<file path="config.mk">
export PLATFORM = sky130hd
export DESIGN_NAME = seq_detector_param
export DESIGN_NICKNAME = d
export VERILOG_FILES = /design/src/rtl/seq_detector_param.sv
export SDC_FILE = /design/constraint.sdc
export NUM_CORES = 1
export LEC_CHECK = 0
export BUFFER_PORTS_ARGS = -buffer_cell sky130_fd_sc_hd__buf_2
export CAP_MARGIN = 10
export CORE_ASPECT_RATIO = 1.2
export CORE_MARGIN = 4
export CORE_UTILIZATION = 47
export CTS_CLUSTER_DIAMETER = 40
export DETAILED_ROUTE_END_ITERATION = 12
export PLACE_DENSITY = 0.73
export SKIP_LAST_GASP = 1
export SYNTH_ARGS = -nofsm -noshare
export SYNTH_HDL_FRONTEND = slang
export SYNTH_SLANG_ARGS = --single-unit
export TNS_END_PERCENT = 100
</file>
<file path="constraint.sdc">
create_clock -name clk -period 2.2 [get_ports clk]
set_clock_uncertainty 0.05 [all_clocks]
set_input_delay 0.22 -clock clk [delete_from_list [all_inputs] [get_ports clk]]
set_output_delay 0.22 -clock clk [all_outputs]
set_load 0.01 [all_outputs]
</file>
<file path="src/rtl/seq_detector_param.sv">
// Parametrised serial pattern detector with runtime-loadable pattern and saturating match count.
// Optional build macro SEQ_DETECTOR_MASK_EN adds a per-bit don't-care mask loaded alongside the pattern.
module seq_detector_param #(
  parameter int unsigned              PAT_LEN = 4,
  parameter logic [PAT_LEN-1:0]       RST_PAT = 4'b1101,
  parameter int unsigned              CNT_W   = 8
) (
  input  logic               clk,
  input  logic               clr_n,
  input  logic               din,
  input  logic               din_vld,
  input  logic               overlap,
  input  logic               pat_load,
  input  logic [PAT_LEN-1:0] pat_in,
`ifdef SEQ_DETECTOR_MASK_EN
  input  logic [PAT_LEN-1:0] pat_mask_in,
`endif
  input  logic               cnt_clr,
  output logic               dout,
  output logic [CNT_W-1:0]   match_cnt,
  output logic               hist_full
);

  localparam int unsigned          FILL_W   = $clog2(PAT_LEN + 1);
  localparam logic [FILL_W-1:0]    FILL_MAX = FILL_W'(PAT_LEN);

  logic [PAT_LEN-1:0] r_pat, r_hist;
  logic [FILL_W-1:0]  r_fill;
  logic               r_dout, r_hist_full;
  logic [CNT_W-1:0]   r_cnt;
`ifdef SEQ_DETECTOR_MASK_EN
  logic [PAT_LEN-1:0] r_mask, w_mask_nx;
`endif

  logic [PAT_LEN-1:0] w_hist_nx, w_diff, w_pat_nx, w_hist_d;
  logic [FILL_W-1:0]  w_fill_inc, w_fill_d;
  logic               w_hit, w_dout_d;
  logic [CNT_W-1:0]   w_cnt_d;

  assign w_hist_nx  = {r_hist[PAT_LEN-2:0], din};
  assign w_fill_inc = (r_fill == FILL_MAX) ? r_fill : r_fill + 1'b1;
`ifdef SEQ_DETECTOR_MASK_EN
  assign w_diff = (w_hist_nx ^ r_pat) & r_mask;
`else
  assign w_diff = w_hist_nx ^ r_pat;
`endif
  // A hit only exists for a bit that is actually accepted; pat_load discards the bit.
  assign w_hit = din_vld && !pat_load && (w_fill_inc == FILL_MAX) && (w_diff == '0);

  always_comb begin
    w_pat_nx = r_pat;
    w_hist_d = r_hist;
    w_fill_d = r_fill;
    w_dout_d = 1'b0;
    w_cnt_d  = r_cnt;
`ifdef SEQ_DETECTOR_MASK_EN
    w_mask_nx = r_mask;
`endif
    if (pat_load) begin
      w_pat_nx = pat_in;
      w_hist_d = '0;
      w_fill_d = '0;
`ifdef SEQ_DETECTOR_MASK_EN
      w_mask_nx = pat_mask_in;
`endif
    end else if (din_vld) begin
      w_hist_d = w_hist_nx;
      w_dout_d = w_hit;
      w_fill_d = (w_hit && !overlap) ? '0 : w_fill_inc;
    end
    if (cnt_clr)
      w_cnt_d = '0;
    else if (w_hit && (r_cnt != '1))
      w_cnt_d = r_cnt + 1'b1;
  end

  always_ff @(posedge clk) begin
    if (!clr_n) begin
      r_pat       <= RST_PAT;
      r_hist      <= '0;
      r_fill      <= '0;
      r_dout      <= 1'b0;
      r_cnt       <= '0;
      r_hist_full <= 1'b0;
`ifdef SEQ_DETECTOR_MASK_EN
      r_mask      <= '1;
`endif
    end else begin
      r_pat       <= w_pat_nx;
      r_hist      <= w_hist_d;
      r_fill      <= w_fill_d;
      r_dout      <= w_dout_d;
      r_cnt       <= w_cnt_d;
      r_hist_full <= (w_fill_d == FILL_MAX);
`ifdef SEQ_DETECTOR_MASK_EN
      r_mask      <= w_mask_nx;
`endif
    end
  end

  assign dout      = r_dout;
  assign match_cnt = r_cnt;
  assign hist_full = r_hist_full;

endmodule

</file>
# After elaboration in Yosys (flattened, before gate mapping)
# Cells that the tools add are included.
[op_classes] n_addsub=2 eq_ne=4 mux=4 bitwise=3 n_reduce_logical=11
[ops] cell="3-bit 2-to-1 mux" n=4
[ops] cell="3-bit equality test, second input constant" n=3
[ops] cell="8-bit by 1-bit adder with 8-bit output, second input constant" n=1
[ops] cell="8-bit inequality test, second input constant" n=1
[ops] cell="1-bit logical AND" n=5
[ops] cell="4-bit logical NOT" n=1
[ops] cell="2-bit OR reduction" n=2
[ops] cell="4-bit bitwise XOR" n=1
[ops] cell="3-bit by 1-bit adder with 3-bit output, second input constant" n=1
[ops] cell="3-bit OR reduction" n=1
[ops] cell="1-bit logical NOT" n=2
[ops] cell="1-bit NOT" n=2
[totals] regBits=20 in_bits=11 out_inout_bits=10 wordCells=30

# Longest topological paths before layout
# Gate-level depths: netlist of the first run.
[logic_depth] depth_word=10 depth_mapped=8 depth_no_buf=7

# Worst setup path before layout of the first run
# OpenSTA, ideal clock, no wires.
[synth_path] kind="register to register" startpoint="register r_fill[0]" endpoint="register r_cnt[5] (netlist: match_cnt[5])" setup_ps=70 arrival_ps=2158 t_required_ps=2080 path_slack_ps=-78 path_stages_with_launch=9 path_buffers=1 period_less_slack_ps=2278 path_cell_list="dfxtp_1 > inv_1 > ha_1 > or3b_1 > a311oi_2 > nand4_1 > buf_2 > or4_1 > a21oi_1"
[synth_via] elab_chain_cells=6 word_cells_on_any_way=7 classes_between="add/sub (1); eq/ne (2); mux (1); reduce/logical (3)"
[synth_lines] item="from (decl)" line_no="28" text="logic [FILL_W-1:0] r_fill;"
[synth_lines] item="from (signal assigned)" line_no="91" text="r_fill <= w_fill_d;"
[synth_lines] item="3-bit by 1-bit adder with 3-bit output / 3-bit equality test (equally long branches)" line_no="41" text="assign w_fill_inc = (r_fill == FILL_MAX) ? r_fill : r_fill + 1'b1;"
[synth_lines] item="3-bit 2-to-1 mux (*)" line_no="41"
[synth_lines] item="3-bit equality test (*)" line_no="48" text="assign w_hit = din_vld && !pat_load && (w_fill_inc == FILL_MAX) && (w_diff == '0);"
[synth_lines] item="1-bit logical AND (*) (2 in a row)" line_no="48"
[synth_lines] item="1-bit logical AND (*)" line_no="73" text="else if (w_hit && (r_cnt != '1))"
[synth_lines] item="to (signal assigned)" line_no="93" text="r_cnt <= w_cnt_d;"
[synth_lines] item="to (decl)" line_no="30" text="logic [CNT_W-1:0] r_cnt;"
# Every way passes the cells marked *; elsewhere a longest branch is shown, timed or not.
# A chain may end at the register's enable or synchronous reset.

# Worst setup path in the final report of the first run
[layout_path] startpoint="register r_fill[1]" endpoint="register r_cnt[4] (netlist: match_cnt[4])"
# The elaborated chain is that of the path after synthesis.

==> impl_metrics.prom, run 1 <==
# TYPE chip_impl_metric gauge
chip_impl_metric{name="floorplan.io_pins",unit=""} 21
chip_impl_metric{name="ctsHtreeMaxLevel",unit=""} 1
chip_impl_metric{name="power_per_cell_area",unit="mW/mm^2"} 518.4
chip_impl_info{name="synth.top_cells.by_count",value="dfxtp_1 (20), a21oi_1 (11), mux2i_1 (8), nand2_1 (8), nor2_1 (6)"} 1
chip_impl_metric{name="dp.cells",unit=""} 151
chip_impl_metric{name="ys_seq_area_share",unit="%"} 41.08
chip_impl_info{name="synth.area.top_cells",value="dfxtp_1 (41%), mux2i_1 (8.2%), a21oi_1 (5.6%), xor2_1 (4.5%), ha_1 (3.9%)"} 1
chip_impl_metric{name="postLayoutSetupSlackWorst",unit="ns"} -0.05025
chip_impl_info{name="cts_tree",value="built"} 1
chip_impl_info{name="worstSetupStartpointType",value="flip-flop"} 1
chip_impl_metric{name="numPortBuffers",unit=""} 20
chip_impl_metric{name="cts_inserted_buffers",unit=""} 3
chip_impl_metric{name="finalNonFillerCells",unit=""} 158
chip_impl_metric{name="syn_area_per_cell",unit="sq um"} 9.109
chip_impl_metric{name="netSwitchingFraction",unit="%"} 22.52
chip_impl_metric{name="max_buffers_root_to_sink",unit=""} 2
chip_impl_metric{name="area_of_the_multi_input_gates",unit="sq um"} 575.6
chip_impl_metric{name="maxSlewHeadroom",unit="%"} 76.32
chip_impl_metric{name="gpl.final_weighted_congestion",unit=""} 0.7592
chip_impl_metric{name="place_hpwl",unit="um"} 1611
chip_impl_info{name="synth_largest_area_cell",value="dfxtp_1"} 1
chip_impl_metric{name="synth-warning-count",unit=""} 0
chip_impl_metric{name="insertion_delay_of_the_later_clocked_pin_in_the_worst_skew_pair",unit="ns"} 0.29
chip_impl_metric{name="final.hold.worst_slack",unit="ns"} 0.08529
chip_impl_info{name="reg2reg_from",value="r_fill[1]"} 1
chip_impl_info{name="yosysMostFrequentCell",value="dfxtp_1"} 1
chip_impl_info{name="failing_checks",value="negative setup slack"} 1
chip_impl_metric{name="design_power_total",unit="mW"} 0.6486
chip_impl_info{name="critPathCaptureType",value="flip-flop"} 1
chip_impl_info{name="worst_r2r_endpoint",value="match_cnt[4]"} 1
chip_impl_metric{name="fmax",unit="MHz"} 444.4
chip_impl_info{name="clockRootBuffer",value="clkbuf_4"} 1
chip_impl_metric{name="wirelength",unit="um"} 2104
chip_impl_info{name="worst_setup_path_startpoint",value="r_fill[1]"} 1
chip_impl_metric{name="grtUsageMet3",unit="%"} 3.085
chip_impl_metric{name="critical_path.max_fanout",unit=""} 8
chip_impl_metric{name="dr.pass1.iters",unit=""} 5
chip_impl_info{name="min-delay-path-class",value="input pin to flip-flop"} 1
chip_impl_metric{name="ff2ff_setup_slack",unit="ns"} -0.05
chip_impl_metric{name="seq_power_share",unit="%"} 57.6
chip_impl_metric{name="area.growth.synth_to_final",unit="%"} 28.37
chip_impl_metric{name="power.combinational.fraction",unit="%"} 10.2
chip_impl_metric{name="area_of_placed_instances",unit="sq mm"} 0.001154
chip_impl_metric{name="grt_start_max_net_pins",unit=""} 12
chip_impl_metric{name="global_route.usage.total",unit="%"} 15.19
chip_impl_metric{name="die_span_in_x",unit="um"} 49.57
chip_impl_metric{name="cp.required",unit="ns"} 2.38
chip_impl_metric{name="grt_first_pass_wirelength",unit="um"} 3512
chip_impl_metric{name="finalHoldViolations",unit=""} 0
chip_impl_metric{name="sequential_cell_area",unit="sq um"} 402.9
chip_impl_metric{name="reg2regPathDepth",unit=""} 8
chip_impl_metric{name="clock_power_share",unit="%"} 32.1
chip_impl_metric{name="critPathArrivalTime",unit="ns"} 2.43
chip_impl_metric{name="met1_track_utilization_from_global_routing",unit="%"} 17.72
chip_impl_metric{name="fill_cells",unit=""} 158
chip_impl_info{name="hold_path.startpoint",value="pat_in[3]"} 1
chip_impl_metric{name="net_load_switching_power",unit="mW"} 0.1461
chip_impl_metric{name="dieArea",unit="sq mm"} 0.002869
chip_impl_metric{name="final_period_demand_of_the_worst_path",unit="ns"} 2.250
chip_impl_metric{name="ant_nets",unit=""} 0
chip_impl_metric{name="grt.overflow.total",unit=""} 0
chip_impl_metric{name="syn-num-nets",unit=""} 121
chip_impl_metric{name="synth.lib_cells_used.distinct",unit=""} 29
chip_impl_metric{name="syn-instance-count",unit=""} 107
chip_impl_metric{name="clkTransAtPathRegs",unit="ns"} 0.11
chip_impl_metric{name="core.rowCount",unit=""} 17
chip_impl_metric{name="asyncSetResetFlopFracSynth",unit="%"} 0
chip_impl_info{name="timing.critical_path.to",value="match_cnt[4]"} 1
chip_impl_metric{name="vias_per_cell",unit=""} 5.570
chip_impl_metric{name="globalRouteMet2Util",unit="%"} 27.22
chip_impl_metric{name="fraction_of_final_layout_cells_sized_beyond_drive_strength_1",unit="%"} 33.81
chip_impl_metric{name="synth_edf_count",unit=""} 0
chip_impl_metric{name="ys_ff_latch",unit=""} 20
chip_impl_info{name="status",value="finished with violations"} 1
chip_impl_metric{name="post_drt_wl_per_cell",unit="um"} 13.32
chip_impl_metric{name="power.ir.vdd_worst",unit="mV"} 0.4003
chip_impl_metric{name="via_count",unit=""} 880
chip_impl_metric{name="post-synth-top-area-fraction",unit="%"} 41.08
chip_impl_metric{name="power.internal",unit="mW"} 0.5026
chip_impl_metric{name="worst_slew_pin_slew",unit="ns"} 0.3525
chip_impl_metric{name="clock_sink_count",unit=""} 20
chip_impl_metric{name="antenna_found_initial",unit=""} 0
chip_impl_metric{name="fin_crit_sh",unit="%"} 102.3
chip_impl_metric{name="initial_utilization",unit="%"} 50.92
chip_impl_metric{name="floorplan.core_area",unit="sq mm"} 0.001914
chip_impl_metric{name="detail_route.drc_violations",unit=""} 0
chip_impl_metric{name="synth_area",unit="sq um"} 974.7
chip_impl_info{name="setup.worst_path.class",value="flip-flop to flip-flop"} 1
chip_impl_info{name="globalRoute.busiestLayer",value="met2"} 1
chip_impl_info{name="yosys_most_used_dff",value="dfxtp_1"} 1
chip_impl_metric{name="finalInstanceArea",unit="sq mm"} 0.001251
chip_impl_info{name="grt_setup_unrepaired",value="yes"} 1
chip_impl_metric{name="timing.final.setup_violations",unit=""} 3
chip_impl_metric{name="static-leakage-power",unit="nW"} 0.5311
chip_impl_metric{name="detail_route.iter0.violations",unit=""} 17
chip_impl_metric{name="die_h",unit="um"} 57.89
chip_impl_metric{name="grt_pass1_vias",unit=""} 829
chip_impl_metric{name="slew_viol_final",unit=""} 0
chip_impl_metric{name="finish.utilization",unit="%"} 65.36
chip_impl_metric{name="max_capacitance_violation_count",unit=""} 0
chip_impl_metric{name="num_antenna_cells",unit=""} 0
chip_impl_metric{name="num-nets-final",unit=""} 154
==> layer usage <==
| metal | vias up | share of wire (%) |
|---|---|---|
| li1 | 443 | - |
| met1 | 420 | 42 |
| met2 | 15 | 53 |
| met3 | 2 | 4.1 |
| met4 | 0 | 0.57 |
| met5 | - | 0 |
==> cells by family after synthesis <==
kind of cell,synth area share (%)
simple gates,23.36
compound gates,14.51
flops,41.08
buf+inv,3.594
mux,8.216
xor+xnor,5.391
fa+ha+maj,3.852
==> cells in the final DEF (no fill, tap or decap), types with 2 or more instances in the layout <==
cell type  synthesis  layout
dfxtp_1           20      18
and3_1             2       2
nand2b_1           4       4
buf_4              0      11
a21oi_1           11      10
or4_1              3       2
inv_1              5       3
mux2i_1            8       8
nand4_1            3       3
dfxtp_2            0       2
or3_1              4       4
nand2_1            8       8
xor2_1             5       5
clkbuf_4           0       3
o31ai_1            3       3
nand3_1            3       3
inv_2              0       2
nor2b_1            2       2
nor2_1             6       6
o21ai_0            3       3
nor3_1             2       2
buf_2              1      20
==> repair_timing <==
item | 4_1_cts | 5_1_grt
setup endpoints to repair | 7 | 6
gates resized for setup | 1 | 8
pin swaps | 2 | 7
buffers inserted | 2 | 1
hold buffers | 0 | 0
==> power by group through the flow <==
stage | Combinational, mW | Sequential, mW | Clock, mW
3_3_place_gp | 0.0574 | 0.382 | 0
3_5_place_dp | 0.0598 | 0.382 | 0
2_1_floorplan | 0.0392 | 0.381 | 0
4_1_cts | 0.0608 | 0.374 | 0.216
6_report | 0.0664 | 0.374 | 0.209
5_1_grt | 0.0735 | 0.375 | 0.235
==> stage by stage <==
| stage | setup slack, ns | TNS [ns] |
|---|---|---|
| after floorplan | 0.01226 | 0 |
| after global placement | -0.04065 | -0.1145 |
| after detailed placement | -0.1853 | -0.8236 |
| after CTS | 0.002585 | 0 |
| after global routing | -0.1392 | -0.4814 |
| final | -0.05025 | -0.1332 |
==> flip-flops by register name, summed over array words and instances, names as in the netlist <==
name       count
hist_full      1
r_fill         3
dout           1
match_cnt      8
r_pat          4
r_hist         3
==> how the worst min path moves through the flow <==
stage               slack (ns)  endpoint  depth (start not counted)
floorplan                 0.23  r_pat[0]                          1
global placement          0.38  r_pat[0]                          3
detailed placement        0.39  r_pat[3]                          3
CTS                       0.08  r_pat[3]                          3
global route              0.08  r_pat[3]                          3
finish                    0.09  r_pat[3]                          3
==> final cells by class <==
class,count,share of cell area [%]
Sequential cell,20,32.20
Tap cell,19,1.900
Timing Repair Buffer,32,15.50
Clock buffer,4,2.900
Inverter,5,1.500
Multi-Input combinational cell,78,46.00
==> worst max-delay path: stages (launching register included) <==
cell and delay (ns):
dfxtp_2 0.38, inv_2 0.06, ha_4 0.16, or3b_4 0.38, a311oi_4 0.33, nand4_1 0.15
buf_6 0.16, or4_4 0.41, a21oi_2 0.11
(Power assumes the default switching activity.)
==> run 2: changes to the inputs <==
- CORE_UTILIZATION: 47 -> 52
- PLACE_DENSITY: 0.73 -> 0.77
- clock period: 2.2 -> 2.56 ns (I/O delays scaled with it)
==> impl_metrics.prom, run 2 (synthesized netlist as in run 1, its figures left out) <==
# TYPE chip_impl_metric gauge
chip_impl_metric{name="post_cts_hold_buffer_count",unit=""} 0
chip_impl_info{name="worst_setup_path_startpoint",value="r_fill[0]"} 1
chip_impl_metric{name="fmax",unit="MHz"} 407.5
chip_impl_metric{name="grt.overflow.total",unit=""} 0
chip_impl_metric{name="dp.cells",unit=""} 142
chip_impl_metric{name="num-nets-final",unit=""} 145
chip_impl_metric{name="numPortBuffers",unit=""} 20
chip_impl_metric{name="largest_register_ffs",unit=""} 8
chip_impl_metric{name="cp.required",unit="ns"} 2.74
chip_impl_metric{name="floorplan.core_area",unit="sq mm"} 0.001702
chip_impl_metric{name="critPathArrivalTime",unit="ns"} 2.63
chip_impl_metric{name="fill_cells",unit=""} 151
chip_impl_metric{name="fin_crit_sh",unit="%"} 95.86
chip_impl_metric{name="ctsHtreeMaxLevel",unit=""} 1
chip_impl_metric{name="via_count",unit=""} 856
chip_impl_info{name="status",value="completed"} 1
chip_impl_metric{name="global_route.usage.total",unit="%"} 15.72
chip_impl_metric{name="grt_start_max_net_pins",unit=""} 11
chip_impl_metric{name="fraction_of_final_layout_cells_sized_beyond_drive_strength_1",unit="%"} 21.71
chip_impl_info{name="critPathCaptureType",value="flip-flop"} 1
chip_impl_metric{name="ant_nets",unit=""} 0
chip_impl_info{name="min-delay-path-class",value="input pin to flip-flop"} 1
chip_impl_metric{name="static-leakage-power",unit="nW"} 0.4711
chip_impl_metric{name="floorplan.io_pins",unit=""} 21
chip_impl_metric{name="clock_sink_count",unit=""} 20
chip_impl_metric{name="maxSlewHeadroom",unit="%"} 69.78
chip_impl_metric{name="core.rowCount",unit=""} 16
chip_impl_metric{name="worst_slew_pin_slew",unit="ns"} 0.4498
chip_impl_info{name="layout_common_cells",value="buf_2 (20), dfxtp_1 (19), a21oi_1 (11)"} 1
chip_impl_metric{name="postLayoutSetupSlackWorst",unit="ns"} 0.1060
chip_impl_metric{name="grt_first_pass_wirelength",unit="um"} 3084
chip_impl_metric{name="critical_path.max_fanout",unit=""} 5
chip_impl_metric{name="post_drt_wl_per_cell",unit="um"} 13.70
chip_impl_metric{name="finish.utilization",unit="%"} 66.18
chip_impl_info{name="reg2reg_from",value="r_fill[0]"} 1
chip_impl_metric{name="area.growth.synth_to_final",unit="%"} 15.53
chip_impl_metric{name="vias_per_cell",unit=""} 5.823
chip_impl_metric{name="die_span_in_x",unit="um"} 47.52
chip_impl_metric{name="cts_inserted_buffers",unit=""} 3
chip_impl_info{name="worstSetupStartpointType",value="flip-flop"} 1
chip_impl_info{name="cts_tree",value="built"} 1
chip_impl_metric{name="insertion_delay_of_the_later_clocked_pin_in_the_worst_skew_pair",unit="ns"} 0.30
chip_impl_metric{name="finalNonFillerCells",unit=""} 147
chip_impl_metric{name="initial_utilization",unit="%"} 57.28
chip_impl_metric{name="detail_route.drc_violations",unit=""} 0
chip_impl_metric{name="wirelength",unit="um"} 2014
chip_impl_metric{name="gpl.final_weighted_congestion",unit=""} 0.8775
chip_impl_metric{name="timing.final.setup_violations",unit=""} 0
chip_impl_metric{name="dieArea",unit="sq mm"} 0.002634
chip_impl_info{name="most_common_library_cell_in_the_layout_ignoring_fill_and_taps",value="buf_2"} 1
chip_impl_info{name="clockRootBuffer",value="clkbuf_4"} 1
chip_impl_metric{name="detail_route.iter0.violations",unit=""} 14
chip_impl_metric{name="max_capacitance_violation_count",unit=""} 0
chip_impl_info{name="hold_path.startpoint",value="pat_in[0]"} 1
chip_impl_info{name="setup.worst_path.class",value="flip-flop to flip-flop"} 1
chip_impl_metric{name="power_per_cell_area",unit="mW/mm^2"} 457.5
chip_impl_metric{name="max_buffers_root_to_sink",unit=""} 2
chip_impl_metric{name="dp_slack",unit="ns"} 0.07663
chip_impl_metric{name="antenna_found_initial",unit=""} 0
chip_impl_metric{name="place_hpwl",unit="um"} 1424
chip_impl_metric{name="power.ir.vdd_worst",unit="mV"} 0.3324
chip_impl_metric{name="die_h",unit="um"} 55.43
chip_impl_metric{name="sequential_cell_area",unit="sq um"} 401.6
chip_impl_metric{name="dr.pass1.iters",unit=""} 4
chip_impl_metric{name="num_antenna_cells",unit=""} 0
chip_impl_metric{name="grt_pass1_vias",unit=""} 760
chip_impl_metric{name="clkTransAtPathRegs",unit="ns"} 0.11
chip_impl_metric{name="slew_viol_final",unit=""} 0
chip_impl_metric{name="finalHoldViolations",unit=""} 0
chip_impl_metric{name="area_of_the_multi_input_gates",unit="sq um"} 545.5
chip_impl_metric{name="final_period_demand_of_the_worst_path",unit="ns"} 2.454
-- run 2: changes by cell type in the layout (fill, tap and decap cells not counted), sizes merged --
| cell | delta |
|---|---|
| buf | -10 |
| clkbuf | -1 |
| nand4 | +1 |
-- run 2: timing repair --
action                     4_1_cts  5_1_grt
buffers inserted                 0        1
setup endpoints to repair        0        6
gates resized for setup          0        1
-- run 2: path summary, 6_finish.rpt --
path              slack (ns)           end  cells past startpoint
setup reg to reg        0.11  match_cnt[6]                      7
hold / removal          0.12      r_pat[0]                      3
hold reg to reg         0.46      r_pat[0]                      2
setup / recovery        0.11  match_cnt[6]                      7
-- run 2: final cells by class --
cell class              count  share of cell area (%)
repair buffers             22                   10.22
clock buffers               3                   2.000
multi-input cells          79                   48.44
well taps                  18                   2.000
inverters                   5                   1.667
flip-flops and latches     20                   35.67
-- run 2: critical path, stage by stage, from the launching register on --
cell and delay, ns:
dfxtp_2 0.38, inv_1 0.10, ha_1 0.25, or3b_1 0.40, a311oi_2 0.37, nand4_1 0.24
or4_1 0.45, a21oi_1 0.15
-- run 2: routing by layer --
layer	vias to the layer above	track usage, %	routed length, um
met1	393	19.76	922
met2	26	24.14	949
met5	-	0	0
li1	432	-	-
met3	5	3.896	110
met4	0	7.115	31
-- run 2: power by group --
part	internal (mW)	switching [mW]	total (mW)
clock network	0.0548	0.0915	0.146
logic	0.0221	0.0256	0.0477
registers	0.317	0.00445	0.321
total	0.394	0.122	0.515
-- run 2: through the flow --
stage | hold WS, ns | setup TNS [ns] | power (mW) | area [sq um]
5_1_grt | 0.1190 | -0.04092 | 0.5432 | 1126
2_1_floorplan | 0.2679 | 0 | 0.3604 | 974.7
4_1_cts | 0.1121 | 0 | 0.5188 | 1111
3_3_place_gp | 0.4206 | 0 | 0.3729 | 1089
3_5_place_dp | 0.4275 | 0 | 0.3746 | 1089
6_report | 0.1162 | 0 | 0.5152 | 1126
